--- config.mk ---
export PLATFORM = sky130hd
export DESIGN_NAME = vga_capture
export DESIGN_NICKNAME = d
export VERILOG_FILES = /design/src/rtl/vga_capture.sv
export SDC_FILE = /design/constraint.sdc
export NUM_CORES = 1
export LEC_CHECK = 0
export CAP_MARGIN = 20
export CORE_MARGIN = 4
export CORE_UTILIZATION = 55
export CTS_BUF_LIST = sky130_fd_sc_hd__clkbuf_16
export DETAILED_ROUTE_END_ITERATION = 6
export GPL_TIMING_DRIVEN = 0
export PLACE_DENSITY = 0.8
export SYNTH_ARGS = -nofsm -noshare
export SYNTH_HDL_FRONTEND = slang
export SYNTH_SLANG_ARGS = --single-unit
--- constraint.sdc ---
create_clock -name pixel_clk -period 4.8 [get_ports pixel_clk]
set_clock_uncertainty 0.2 [all_clocks]
set_input_delay 0.96 -clock pixel_clk [delete_from_list [all_inputs] [get_ports pixel_clk]]
set_output_delay 0.96 -clock pixel_clk [all_outputs]
set_load 0.1 [all_outputs]
--- src/rtl/vga_capture.sv ---
// vga_capture: VGA receive end; recovers line/frame timing, locks to the mode, streams active pixels
// Ports:
//   pixel_clk, pixel_rst            clock and asynchronous active-high reset
//   vga_r/g/b, vga_hsync, vga_vsync sampled VGA pins (syncs active-low)
//   pix_rgb, pix_x, pix_y           captured pixel {r,g,b} and its coordinates
//   pix_vld, pix_rdy                output stream handshake (no back-pressure to the VGA side)
//   pix_sof, pix_eol                qualify pix_vld: pixel (0,0) / last pixel of a line
//   locked                          timing locked to the expected mode
//   sync_err                        one-cycle pulse on a timing violation while tracking/locked
//   ovf, ovf_clr                    sticky dropped-pixel flag and its clear
module vga_capture #(
    parameter int RSIZE         = 4,
    parameter int GSIZE         = 4,
    parameter int BSIZE         = 4,
    parameter int RGB_SIZE      = RSIZE + GSIZE + BSIZE,
    parameter int H_DISPLAY     = 640,
    parameter int H_FRONT_PORCH = 16,
    parameter int H_SYNC_PULSE  = 96,
    parameter int H_BACK_PORCH  = 48,
    parameter int V_DISPLAY     = 480,
    parameter int V_FRONT_PORCH = 10,
    parameter int V_SYNC_PULSE  = 2,
    parameter int V_BACK_PORCH  = 33,
    parameter int START_DELAY   = 0,
    parameter int LOCK_FRAMES   = 2
) (
    input  logic                           pixel_clk,
    input  logic                           pixel_rst,
    input  logic [RSIZE-1:0]               vga_r,
    input  logic [GSIZE-1:0]               vga_g,
    input  logic [BSIZE-1:0]               vga_b,
    input  logic                           vga_hsync,
    input  logic                           vga_vsync,
    output logic [RGB_SIZE-1:0]            pix_rgb,
    output logic                           pix_vld,
    input  logic                           pix_rdy,
    output logic                           pix_sof,
    output logic                           pix_eol,
    output logic [$clog2(H_DISPLAY)-1:0]   pix_x,
    output logic [$clog2(V_DISPLAY)-1:0]   pix_y,
    output logic                           locked,
    output logic                           sync_err,
    output logic                           ovf,
    input  logic                           ovf_clr
);
    localparam int H_TOTAL = H_DISPLAY + H_FRONT_PORCH + H_SYNC_PULSE + H_BACK_PORCH;
    localparam int V_TOTAL = V_DISPLAY + V_FRONT_PORCH + V_SYNC_PULSE + V_BACK_PORCH;
    localparam int HW = $clog2(2 * H_TOTAL);
    localparam int VW = $clog2(V_TOTAL + 1);
    localparam int XW = $clog2(H_DISPLAY);
    localparam int YW = $clog2(V_DISPLAY);
    localparam int GW = $clog2(LOCK_FRAMES + 1);
    localparam int HA_I = H_SYNC_PULSE + H_BACK_PORCH + START_DELAY;
    localparam int VA_I = V_SYNC_PULSE + V_BACK_PORCH - 1;
    localparam logic [HW-1:0] H_MAX  = HW'(2 * H_TOTAL - 1);
    localparam logic [HW-1:0] H_LAST = HW'(H_TOTAL - 1);
    localparam logic [HW-1:0] HA     = HW'(HA_I);
    localparam logic [HW-1:0] HE     = HW'(HA_I + H_DISPLAY - 1);
    localparam logic [VW-1:0] V_LAST = VW'(V_TOTAL - 1);
    localparam logic [VW-1:0] VA     = VW'(VA_I);
    localparam logic [VW-1:0] VE     = VW'(VA_I + V_DISPLAY - 1);
    localparam logic [XW-1:0] X_LAST = XW'(H_DISPLAY - 1);
    localparam logic [GW-1:0] G_LOCK = GW'(LOCK_FRAMES);

    typedef enum logic [1:0] {S_SEARCH, S_TRACK, S_LOCK} state_t;

    state_t                state, state_n;
    logic [GW-1:0]         good, good_n;
    logic [RGB_SIZE-1:0]   rgb_d;
    logic                  hs_d, hs_d1, vs_d, vs_d1;
    logic [HW-1:0]         hcnt, hcnt_n;
    logic [VW-1:0]         vcnt, vcnt_n;
    logic                  vs_arm, vs_arm_n, v_seen, v_seen_n;
    logic                  hs_fall, vs_fall, vreset, line_err, frame_err, err, clean, active, emit;
    logic [XW-1:0]         x_n;
    logic [YW-1:0]         y_n;

    // hcnt_n/vcnt_n are the coordinates of the sample currently held in rgb_d,
    // so the registered outputs pair each pixel with its own position.
    always_comb begin
        hs_fall   = hs_d1 & ~hs_d;
        vs_fall   = vs_d1 & ~vs_d;
        vreset    = hs_fall & (vs_arm | vs_fall);
        hcnt_n    = hs_fall ? '0 : (hcnt == H_MAX) ? hcnt : hcnt + 1'b1;
        vcnt_n    = vreset ? '0 : (hs_fall && vcnt != '1) ? vcnt + 1'b1 : vcnt;
        vs_arm_n  = vreset ? 1'b0 : (vs_arm | vs_fall);
        line_err  = (hs_fall && hcnt != H_LAST) || hcnt == H_MAX;
        // The first frame boundary after losing sync has no valid previous count.
        frame_err = vreset & v_seen & (vcnt != V_LAST);
        clean     = vreset & v_seen & (vcnt == V_LAST);
        err       = line_err | frame_err;
        active    = hcnt_n >= HA && hcnt_n <= HE && vcnt_n >= VA && vcnt_n <= VE;
        emit      = active & (state == S_LOCK);
        x_n       = XW'(hcnt_n - HA);
        y_n       = YW'(vcnt_n - VA);
    end

    always_comb begin
        state_n = state;
        good_n  = good;
        if (state == S_SEARCH) begin
            state_n = hs_fall ? S_TRACK : S_SEARCH;
        end else if (err) begin
            state_n = S_SEARCH;
            good_n  = '0;
        end else if (state == S_TRACK && clean) begin
            good_n  = good + 1'b1;
            state_n = (good_n == G_LOCK) ? S_LOCK : S_TRACK;
        end
        v_seen_n = (state_n == S_SEARCH) ? 1'b0 : (v_seen | vreset);
    end

    always_ff @(posedge pixel_clk or posedge pixel_rst) begin
        if (pixel_rst) begin
            state <= S_SEARCH;
            good  <= '0;
        end else begin
            state <= state_n;
            good  <= good_n;
        end
    end

    always_ff @(posedge pixel_clk or posedge pixel_rst) begin
        if (pixel_rst) begin
            rgb_d    <= '0;
            hs_d     <= 1'b0;
            hs_d1    <= 1'b0;
            vs_d     <= 1'b0;
            vs_d1    <= 1'b0;
            hcnt     <= '0;
            vcnt     <= '0;
            vs_arm   <= 1'b0;
            v_seen   <= 1'b0;
            sync_err <= 1'b0;
            pix_vld  <= 1'b0;
            pix_sof  <= 1'b0;
            pix_eol  <= 1'b0;
            pix_rgb  <= '0;
            pix_x    <= '0;
            pix_y    <= '0;
            ovf      <= 1'b0;
        end else begin
            rgb_d    <= {vga_r, vga_g, vga_b};
            hs_d     <= vga_hsync;
            hs_d1    <= hs_d;
            vs_d     <= vga_vsync;
            vs_d1    <= vs_d;
            hcnt     <= hcnt_n;
            vcnt     <= vcnt_n;
            vs_arm   <= vs_arm_n;
            v_seen   <= v_seen_n;
            sync_err <= err & (state != S_SEARCH);
            pix_vld  <= emit;
            pix_sof  <= emit & (x_n == '0) & (y_n == '0);
            pix_eol  <= emit & (x_n == X_LAST);
            pix_rgb  <= emit ? rgb_d : pix_rgb;
            pix_x    <= emit ? x_n : pix_x;
            pix_y    <= emit ? y_n : pix_y;
            // A drop in the same cycle as the clear keeps the flag set.
            ovf      <= (pix_vld & ~pix_rdy) | (ovf & ~ovf_clr);
        end
    end

    assign locked = (state == S_LOCK);
endmodule

==> Yosys cells after proc, flatten, opt, wreduce, memory -nomap -nowiden <==
Index checks and enable logic that the tools add are counted.
W data, S select, Z words.
{ "totals": {"regBits": 79, "latch_bits": 0, "ramBits": 0, "romBits": 0, "output_inout_bits": 37, "memories": 0} }
{ "op_classes": {"addsub": 5, "mul": 0, "div_mod_pow": 0, "n_lt_le_gt_ge": 4, "eq_ne": 9, "shifts": 0, "mux": 13, "bitwise": 22, "n_reduce_logical": 14} }
{ "ops": {"columns": ["op", "n"], "rows": [
  ["$mux W11", 2],
  ["$eq A10 B10 Y1 const B", 2],
  ["$mux W10", 2],
  ["$ne A10 B10 Y1 const B", 2],
  ["$and A1 B1 Y1", 13],
  ["$mux W2", 6],
  ["$add A11 B1 Y11 const B", 1],
  ["$eq A11 B11 Y1 const B", 1],
  ["$ge A11 B8 Y1 const B", 1],
  ["$le A11 B10 Y1 const B", 1],
  ["$ne A11 B10 Y1 const B", 1],
  ["$add A10 B1 Y10 const B", 1],
  ["$ge A10 B6 Y1 const B", 1],
  ["$le A10 B10 Y1 const B", 1],
  ["$logic_not A10 Y1", 1],
  ["$sub A10 B8 Y10 const B", 1],
  ["$logic_not A9 Y1", 1],
  ["$sub A9 B6 Y9 const B", 1],
  ["$logic_and A1 B1 Y1", 6],
  ["$not A1 Y1", 5],
  ["$eq A2 B2 Y1 const B", 2],
  ["$logic_not A2 Y1", 2],
  ["$or A1 B1 Y1", 4],
  ["$reduce_bool A2 Y1", 2],
  ["other kinds (5)", 7]
]} }

==> Longest topological paths before layout <==
Gate-level depths: netlist of the first run.
{ "depth": {"depth_word": 12, "depth_mapped": 15, "mapped_depth_nobuf": 12} }

==> Worst setup path after synthesis of the first run <==
OpenSTA, ideal clock, no wires.
{ "synth_timing": {"path_type": "reg2reg", "start": "register hcnt[6]", "end": "register pix_y[0]", "arrival_time_ps": 3035, "path_slack_ps": 1437, "stages_incl_launch_ff": 16, "n_path_buf": 3, "cell_sequence": "dfrtp_1 > buf_2 > or2_0 > clkbuf_1 > nor2_1 > a21oi_1 > or3_1 > inv_1 > ha_1 > o21ai_0 > a21oi_1 > nand4b_1 > and4_1 > nor4_4 > buf_6 > mux2_1"} }
{ "synth_via": {"elab_chain_cells": 8, "elab_cells_between_ends": 10, "classes_between": "1 x add/sub; 2 x order compare; 1 x eq/ne; 2 x mux; 1 x bitwise; 3 x reduce/logical"} }
{ "synth_rtl": {"columns": ["item", "line_no", "text"], "rows": [
  ["start, declared", "71", "logic [HW-1:0] hcnt, hcnt_n;"],
  ["start signal, assigned", "148", "hcnt <= hcnt_n;"],
  ["$eq A11 B11 Y1 *", "84", "hcnt_n = hs_fall ? '0 : (hcnt == H_MAX) ? hcnt : hcnt + 1'b1;"],
  ["$mux W11 * (2 in series)", "84", null],
  ["via hcnt_n[4]", "71", null],
  ["$ge A11 B8 Y1 or $le A11 B10 Y1 (tied branches)", "92", "active = hcnt_n >= HA && hcnt_n <= HE && vcnt_n >= VA && vcnt_n <= VE;"],
  ["$logic_and A1 B1 Y1 * (3 in series)", "92", null],
  ["$and A1 B1 Y1 *", "93", "emit = active & (state == S_LOCK);"],
  ["via emit", "74", "logic hs_fall, vs_fall, vreset, line_err, frame_err, err, clean, active, emit;"],
  ["end signal, assigned", "158", "pix_y <= emit ? y_n : pix_y;"],
  ["end, declared", "40", "output logic [$clog2(V_DISPLAY)-1:0] pix_y,"]
]} }
Mark *: on every way through the listed nets, which the timed path passes. The rest lies on a longest branch.
A chain may end at the register's enable or synchronous reset.

==> Worst setup path after layout of the first run <==
{ "layout_timing": {"start": "register hcnt[8]", "end": "register pix_y[7]"} }
{ "layout_via": {"elab_chain_cells": 8, "elab_cells_between_ends": 10, "classes_between": "1 x add/sub; 2 x order compare; 1 x eq/ne; 2 x mux; 1 x bitwise; 3 x reduce/logical"} }
{ "layout_rtl": {"columns": ["item", "line_no"], "rows": [
  ["$eq A11 B11 Y1 *", "84"],
  ["$mux W11 * (2 in series)", "84"],
  ["via hcnt_n[4]", "71"],
  ["$ge A11 B8 Y1 or $le A11 B10 Y1 (tied branches)", "92"],
  ["$logic_and A1 B1 Y1 * (3 in series)", "92"],
  ["$and A1 B1 Y1 *", "93"]
]} }
Marks and branches as above.

==> impl_metrics.yaml, run 1 <==
grt:
  grt_max_degree: 70
  grt_pass1_wl_mm: 16.4
  antenna_found_initial: 0
  overflow: 0
  grt_pass1_vias: 3416
  grt_usage_pct: 24.1
power:
  power.share.combinational_pct: 11.9
  switching_share_pct: 26.1
  power.density_nw_per_um2: 317
  power.total_mw: 1.59
  seq_power_share_pct: 44.7
  leakagePower_nw: 2.24
  pwr-share-clk_pct: 43.5
  vdd_drop_max_mv: 0.298
  power.switching_mw: 0.415
  p_int_mw: 1.17
clocking:
  cts_max_level: 3
  clkTransAtPathRegs_ns: 0.06
  cts_buffer_depth: 2
  cts_buffers: 9
  cts_tree: "yes"
  ctsRootBufferMaster: "clkbuf_16"
  clock-sinks: 79
  cts_setup_buffers: 0
  cts_resized: 0
  cts_hold_buf: 0
  worstSkewPairLatency_ns: 0.33
sta:
  max_freq_mhz: 246
  setup_viol: 0
  period_share_pct: 84.6
  hold_viol_final: 0
  slew_viol_final: 0
  rsz0062_at_grt: "no"
  period_needed_ns: 4.06
  tns_ns: 0
  worstMarginPinSlew_ns: 1.01
  relSlewSlack_pct: 32.3
synth:
  netlist_area_sq_um: 4020
  synth.avg_cell_area_sq_um: 10.6
  synth-seq-cells: 79
  syn_nets: 405
  synth_ff_type: "dfrtp_1"
  yosysUniqueCellTypes: 58
  yosys_warnings: 0
  async_flop_share_pct: 100
  synth_enable_flop_cells: 0
  postSynthCellCount: 379
  ys_seq_area_share_pct: 49.2
worst_setup_path:
  cpPeakStageDelay_ns: 0.44
  rr_worst_depth: 14
  r2r_start: "hcnt[8]"
  arrival_ns: 4.07
  cp_cell_sequence: "clkbuf_1, nand3b_1, nor2_1, a21oi_1, or3_1, inv_1, ha_1, o21ai_0, a21oi_1, nand4b_1, and4_1, nor4_4, buf_6, mux2_1"
  cp-end-kind: "flop"
  slowest_stage: "or3_1"
  worstPathMaxFanout: 10
  crit_required_ns: 4.81
  critPathLaunch: "hcnt[8]"
  timing.rr.end: "pix_y[7]"
  cpMostUsedCell: "a21oi_1"
  start_kind: "flop"
  critPathKind: "reg -> reg"
  reg2reg_slack_ns: 0.74
  endpoint: "pix_y[7]"
final_layout:
  final_core_util_pct: 72.1
  multi_input_area_sq_um: 1820
  area_growth_pct: 24.7
  final_nets: 471
  most-common-layout-cells: "dfrtp_1 (79), clkdlybuf4s50_1 (54), inv_1 (28), mux2_1 (23), nor2_1 (22)"
  diodes: 0
  layout-drive-gt1-share_pct: 8.00
  register_area_sq_um: 1980
  fillers: 483
  layout_commonest_cell: "dfrtp_1"
floorplan:
  die_w_um: 93.4
  die_area_sq_um: 8730
  coreArea_sq_um: 6940
  die_h_um: 93.4
  initial_utilization_pct: 57.8
  rows: 30
  pin_count: 55
drt:
  postRouteAntennaNets: 0
  vias: 3273
  viasPerCell: 5.99
  drtIter0Drc: 161
  firstDrtPassIters: 4
  wirelength_mm: 9.75
  routedWlPerCell_um: 17.9
  drc: 0
place:
  routabilityCongestion: 0.893
  io_buffers: 54
  hpwl_mm: 6.99
job:
  drv_cap: 0
worst_hold_path:
  hold_class: "reg -> reg"
run_status:
  outcome: "finished, final reports clean"
## cell type report
cell class,instances,share of cell area [%]
sequential,79,39.5
multi-input combinational,251,36.3
timing repair buffer,55,11.3
clock buffer,9,4.50
tap,96,2.40
inverter,29,2.22
buffer,20,2.17
clock inverter,7,1.55
## flip-flops by register name, summed over array words and instances (netlist names), 2 cells and up
register / cells
pix_x: 10
good: 2
state: 2
pix_y: 9
pix_rgb: 12
hcnt: 11
vcnt: 10
rgb_d: 12
## Yosys cell counts, types with 4 or more instances
master     n  area (sq um)
dfrtp_1   79          1980
inv_1     29           109
mux2_1    23           259
nor2_1    22          82.6
nand2_1   18          67.6
o21ai_0   15          75.1
nand3_1   14          70.1
nand4_1   13          81.3
a21oi_1   10          50.1
mux2i_1   10           100
buf_2      9          45.0
nor3_1     9          45.0
clkbuf_1   8          30.0
ha_1       8           100
xnor2_1    8          70.1
a31oi_1    6          37.5
o31ai_1    6          45.0
or3_1      6          37.5
and4_1     5          43.8
o211ai_1   5          37.5
and2_1     4          25.0
and3_1     4          25.0
nand3b_1   4          30.0
nor2b_1    4          25.0
nor4_1     4          25.0
or4_1      4          30.0
xor2_1     4          35.0
## metrics by stage
stage / hold slack (ns) / setup slack [ns] / instance area, sq um / cells
global route: 0.209 / 0.457 / 5010 / 546
floorplan: 0.154 / 1.44 / 4020 / 379
detailed placement: 0.183 / 0.814 / 4710 / 530
CTS: 0.197 / 0.780 / 5010 / 546
finish: 0.192 / 0.740 / 5010 / 546
global placement: 0.158 / 0.447 / 4680 / 529
## critical path: cells and delay by family (launching register included)
kind,cells,cell delay [ns]
compound gates,3,0.41
fa+ha+maj,1,0.14
buf+inv,3,0.58
flops,1,0.39
mux,1,0.35
simple gates,6,1.87
## worst min-delay path by stage
| stage | startpoint | depth (start not counted) | slack (ns) | endpoint |
|---|---|---|---|---|
| after floorplan | vs_d | 0 | 0.15 | vs_d1 |
| after global placement | vs_d | 0 | 0.16 | vs_d1 |
| after detailed placement | vs_d | 0 | 0.18 | vs_d1 |
| after CTS | vs_d | 0 | 0.20 | vs_d1 |
| after global routing | vs_d | 0 | 0.21 | vs_d1 |
| final | vs_d | 0 | 0.19 | vs_d1 |
## routing by layer
layer | wire (um) | track usage [%] | vias to the layer above
met5 | 0 | 0 | -
met4 | 255 | 9.77 | 0
met3 | 631 | 6.84 | 25
met2 | 4810 | 39.2 | 115
met1 | 4050 | 30.2 | 1618
li1 | - | - | 1515
## power by group through the flow
stage | sequential, mW | combinational (mW) | clock (mW)
floorplan | 0.722 | 0.125 | 0
global route | 0.711 | 0.209 | 0.738
CTS | 0.708 | 0.188 | 0.708
finish | 0.708 | 0.188 | 0.689
global placement | 0.719 | 0.179 | 0
detailed placement | 0.721 | 0.186 | 0
## kinds of logic after synthesis
family | share of synthesized area [%]
compound gates | 12.2
mux | 9.79
fa+ha+maj | 2.49
buf+inv | 5.42
simple gates | 18.3
xor+xnor | 2.62
flops | 49.2
No activity file was read; power rests on OpenSTA's default activity.
==> run 2, diff against run 1 <==
--- a/config.mk
+++ b/config.mk
@@ -7,11 +7,11 @@
 export LEC_CHECK = 0
 export CAP_MARGIN = 20
 export CORE_MARGIN = 4
-export CORE_UTILIZATION = 55
+export CORE_UTILIZATION = 50
 export CTS_BUF_LIST = sky130_fd_sc_hd__clkbuf_16
 export DETAILED_ROUTE_END_ITERATION = 6
 export GPL_TIMING_DRIVEN = 0
-export PLACE_DENSITY = 0.8
+export PLACE_DENSITY = 0.77
 export SYNTH_ARGS = -nofsm -noshare
 export SYNTH_HDL_FRONTEND = slang
 export SYNTH_SLANG_ARGS = --single-unit
==> constraint.sdc (replaced) <==
create_clock -name pixel_clk -period 3.26 [get_ports pixel_clk]
set_clock_uncertainty 0.2 [all_clocks]
set_input_delay 0.652 -clock pixel_clk [delete_from_list [all_inputs] [get_ports pixel_clk]]
set_output_delay 0.652 -clock pixel_clk [all_outputs]
set_load 0.1 [all_outputs]
==> run 2 against run 1 <==
The flow now finishes with violations (setup timing). Maximum frequency grew 22%. Largest cell class is now multi-input gates. Core utilization grew 2.7 points. Sequential share of layout area shrank 5.3 points. Clock power grew 65%. Global-route usage shrank 0.47 points. Non-clock buffer count grew 47. Register-to-register slack lost 0.81 ns. Wire length grew 33%. Sequential power grew 48%. Combinational power grew 100%. Flip-flop and latch count is the same.
==> impl_metrics.yaml, run 2 (synthesized netlist as in run 1, its figures left out) <==
drt:
  postRouteAntennaNets: 0
  drtIter0Drc: 518
  drc: 0
  wirelength_mm: 13.0
  vias: 3723
  routedWlPerCell_um: 21.7
  viasPerCell: 6.22
  firstDrtPassIters: 5
power:
  power.total_mw: 2.58
  leakagePower_nw: 2.54
  power.density_nw_per_um2: 444
  vdd_drop_max_mv: 0.436
grt:
  grt_max_degree: 69
  grtUsageMet2_pct: 38.1
  met3_usage_pct: 5.89
  top_usage_layer: "met2"
  grt_usage_pct: 23.6
  antenna_found_initial: 0
  overflow: 0
  grt.met1_usage_pct: 30.4
  grt_pass1_vias: 3573
  grt_pass1_wl_mm: 18.2
clocking:
  worstSkewPairLatency_ns: 0.34
  ctsRootBufferMaster: "clkbuf_16"
  cts_tree: "yes"
  cts_buffers: 9
  clkTransAtPathRegs_ns: 0.06
  cts_hold_buf: 0
  cts_buffer_depth: 2
  clock-sinks: 79
  cts_max_level: 3
worst_setup_path:
  worstPathMaxFanout: 7
  arrival_ns: 3.37
  rr_worst_depth: 11
  reg2reg_slack_ns: -0.08
  critPathKind: "reg -> reg"
  start_kind: "flop"
  cp-end-kind: "flop"
  crit_required_ns: 3.30
  timing.rr.end: "pix_x[5]"
  r2r_start: "vcnt[4]"
final_layout:
  most-common-layout-cells: "dfrtp_1 (74), clkdlybuf4s50_1 (54), buf_4 (49), inv_1 (25), mux2_4 (25)"
  final_area_sq_um: 5810
  top_regs: "pix_rgb (12), rgb_d (12), hcnt (11)"
  layout-drive-gt1-share_pct: 30.6
  final_nets: 518
  layout_commonest_cell: "dfrtp_1"
  area_growth_pct: 44.7
  final_core_util_pct: 74.8
  final_cells: 599
  diodes: 0
place:
  io_buffers: 54
  dp_cells: 536
  routabilityCongestion: 0.922
  pre_cts_ws_ns: -0.631
  hpwl_mm: 6.73
  place_area_sq_um: 4750
sta:
  setup_viol: 29
  whs_ns: 0.174
  slew_viol_final: 0
  relSlewSlack_pct: 31.6
  rsz0062_at_grt: "yes"
  max_freq_mhz: 300
  hold_viol_final: 0
  period_needed_ns: 3.34
  setup_slack_ns: -0.0751
  worstMarginPinSlew_ns: 1.02
  tns_ns: -0.727
  period_share_pct: 102
floorplan:
  die_area_sq_um: 9530
  initial_utilization_pct: 51.7
  coreArea_sq_um: 7770
  rows: 32
  die_w_um: 97.6
  pin_count: 55
  die_h_um: 97.6
worst_hold_path:
  hold_class: "reg -> reg"
  holdPathEnd: "vs_d1"
  min_from: "vs_d"
  hold_depth: 0
job:
  drv_cap: 0
run_status:
  violations: "setup timing"
  outcome: "finished with violations"
-- run 2: cell count changes in the layout (fill, tap and decap cells not counted), moves of 5 or more --
| cell | previous run | this run |
|---|---|---|
| a21oi_1 | 10 | 5 |
| buf_4 | 0 | 49 |
| clkbuf_1 | 8 | 0 |
| dfrtp_1 | 79 | 74 |
| dfrtp_2 | 0 | 5 |
| mux2_1 | 23 | 0 |
| mux2_4 | 0 | 25 |
-- run 2: how the worst max path moves through the flow --
stage               startpoint          to  slack (ns)
floorplan              hcnt[8]    pix_y[0]       -0.04
global placement     pixel_rst    sync_err       -0.83
detailed placement     hcnt[2]    pix_y[0]       -0.63
CTS                    hcnt[6]  pix_rgb[2]        0.02
global route           hcnt[0]  pix_rgb[9]       -0.22
finish                 vcnt[4]    pix_x[5]       -0.08
-- run 2: cell type report --
class / instances / area, sq um
inverter: 29 / 114
fill: 478 / 1960
clock buffer: 9 / 225
clock inverter: 7 / 113
buffer: 14 / 130
timing repair buffer: 108 / 1030
multi-input combinational: 251 / 2090
sequential: 79 / 1980
tap: 102 / 128
-- run 2: per-layer routing --
layer	up-vias	routed length, um
met5	-	0
met4	0	403
met3	49	977
met2	238	6470
met1	1824	5160
li1	1612	-
-- run 2: timing repair --
action	CTS	global route
endpoints found under the setup margin	34	33
pin swaps	14	18
setup buffers	26	26
gates resized for setup	41	54
endpoints found under the hold margin	0	0
gates cloned	1	1
-- run 2: worst max-delay path, cell delays in order (launching register included) --
cell and delay, ns:
dfrtp_1 0.32, buf_2 0.18, nand4_1 0.21, nor4_1 0.38
nor3_1 0.16, or3_4 0.35, o32a_1 0.41, nor4_4 0.28
buf_6 0.22, buf_12 0.15, buf_12 0.11, mux2i_1 0.25
-- run 2: report_power, final --
part | internal [mW] | total [mW] | switching, mW
clock | 0.689 | 1.14 | 0.456
sequential | 1.02 | 1.05 | 0.0317
combinational | 0.155 | 0.381 | 0.226
total | 1.86 | 2.58 | 0.714
==> run 3, diff against run 2 <==
--- a/config.mk
+++ b/config.mk
@@ -9,6 +9,8 @@
 export CORE_MARGIN = 4
 export CORE_UTILIZATION = 50
 export CTS_BUF_LIST = sky130_fd_sc_hd__clkbuf_16
+export CTS_CLUSTER_DIAMETER = 120
+export CTS_CLUSTER_SIZE = 30
 export DETAILED_ROUTE_END_ITERATION = 6
 export GPL_TIMING_DRIVEN = 0
 export PLACE_DENSITY = 0.77
==> results of run 3 <==
The final DEF is identical to that of run 2; final timing and power are the same.
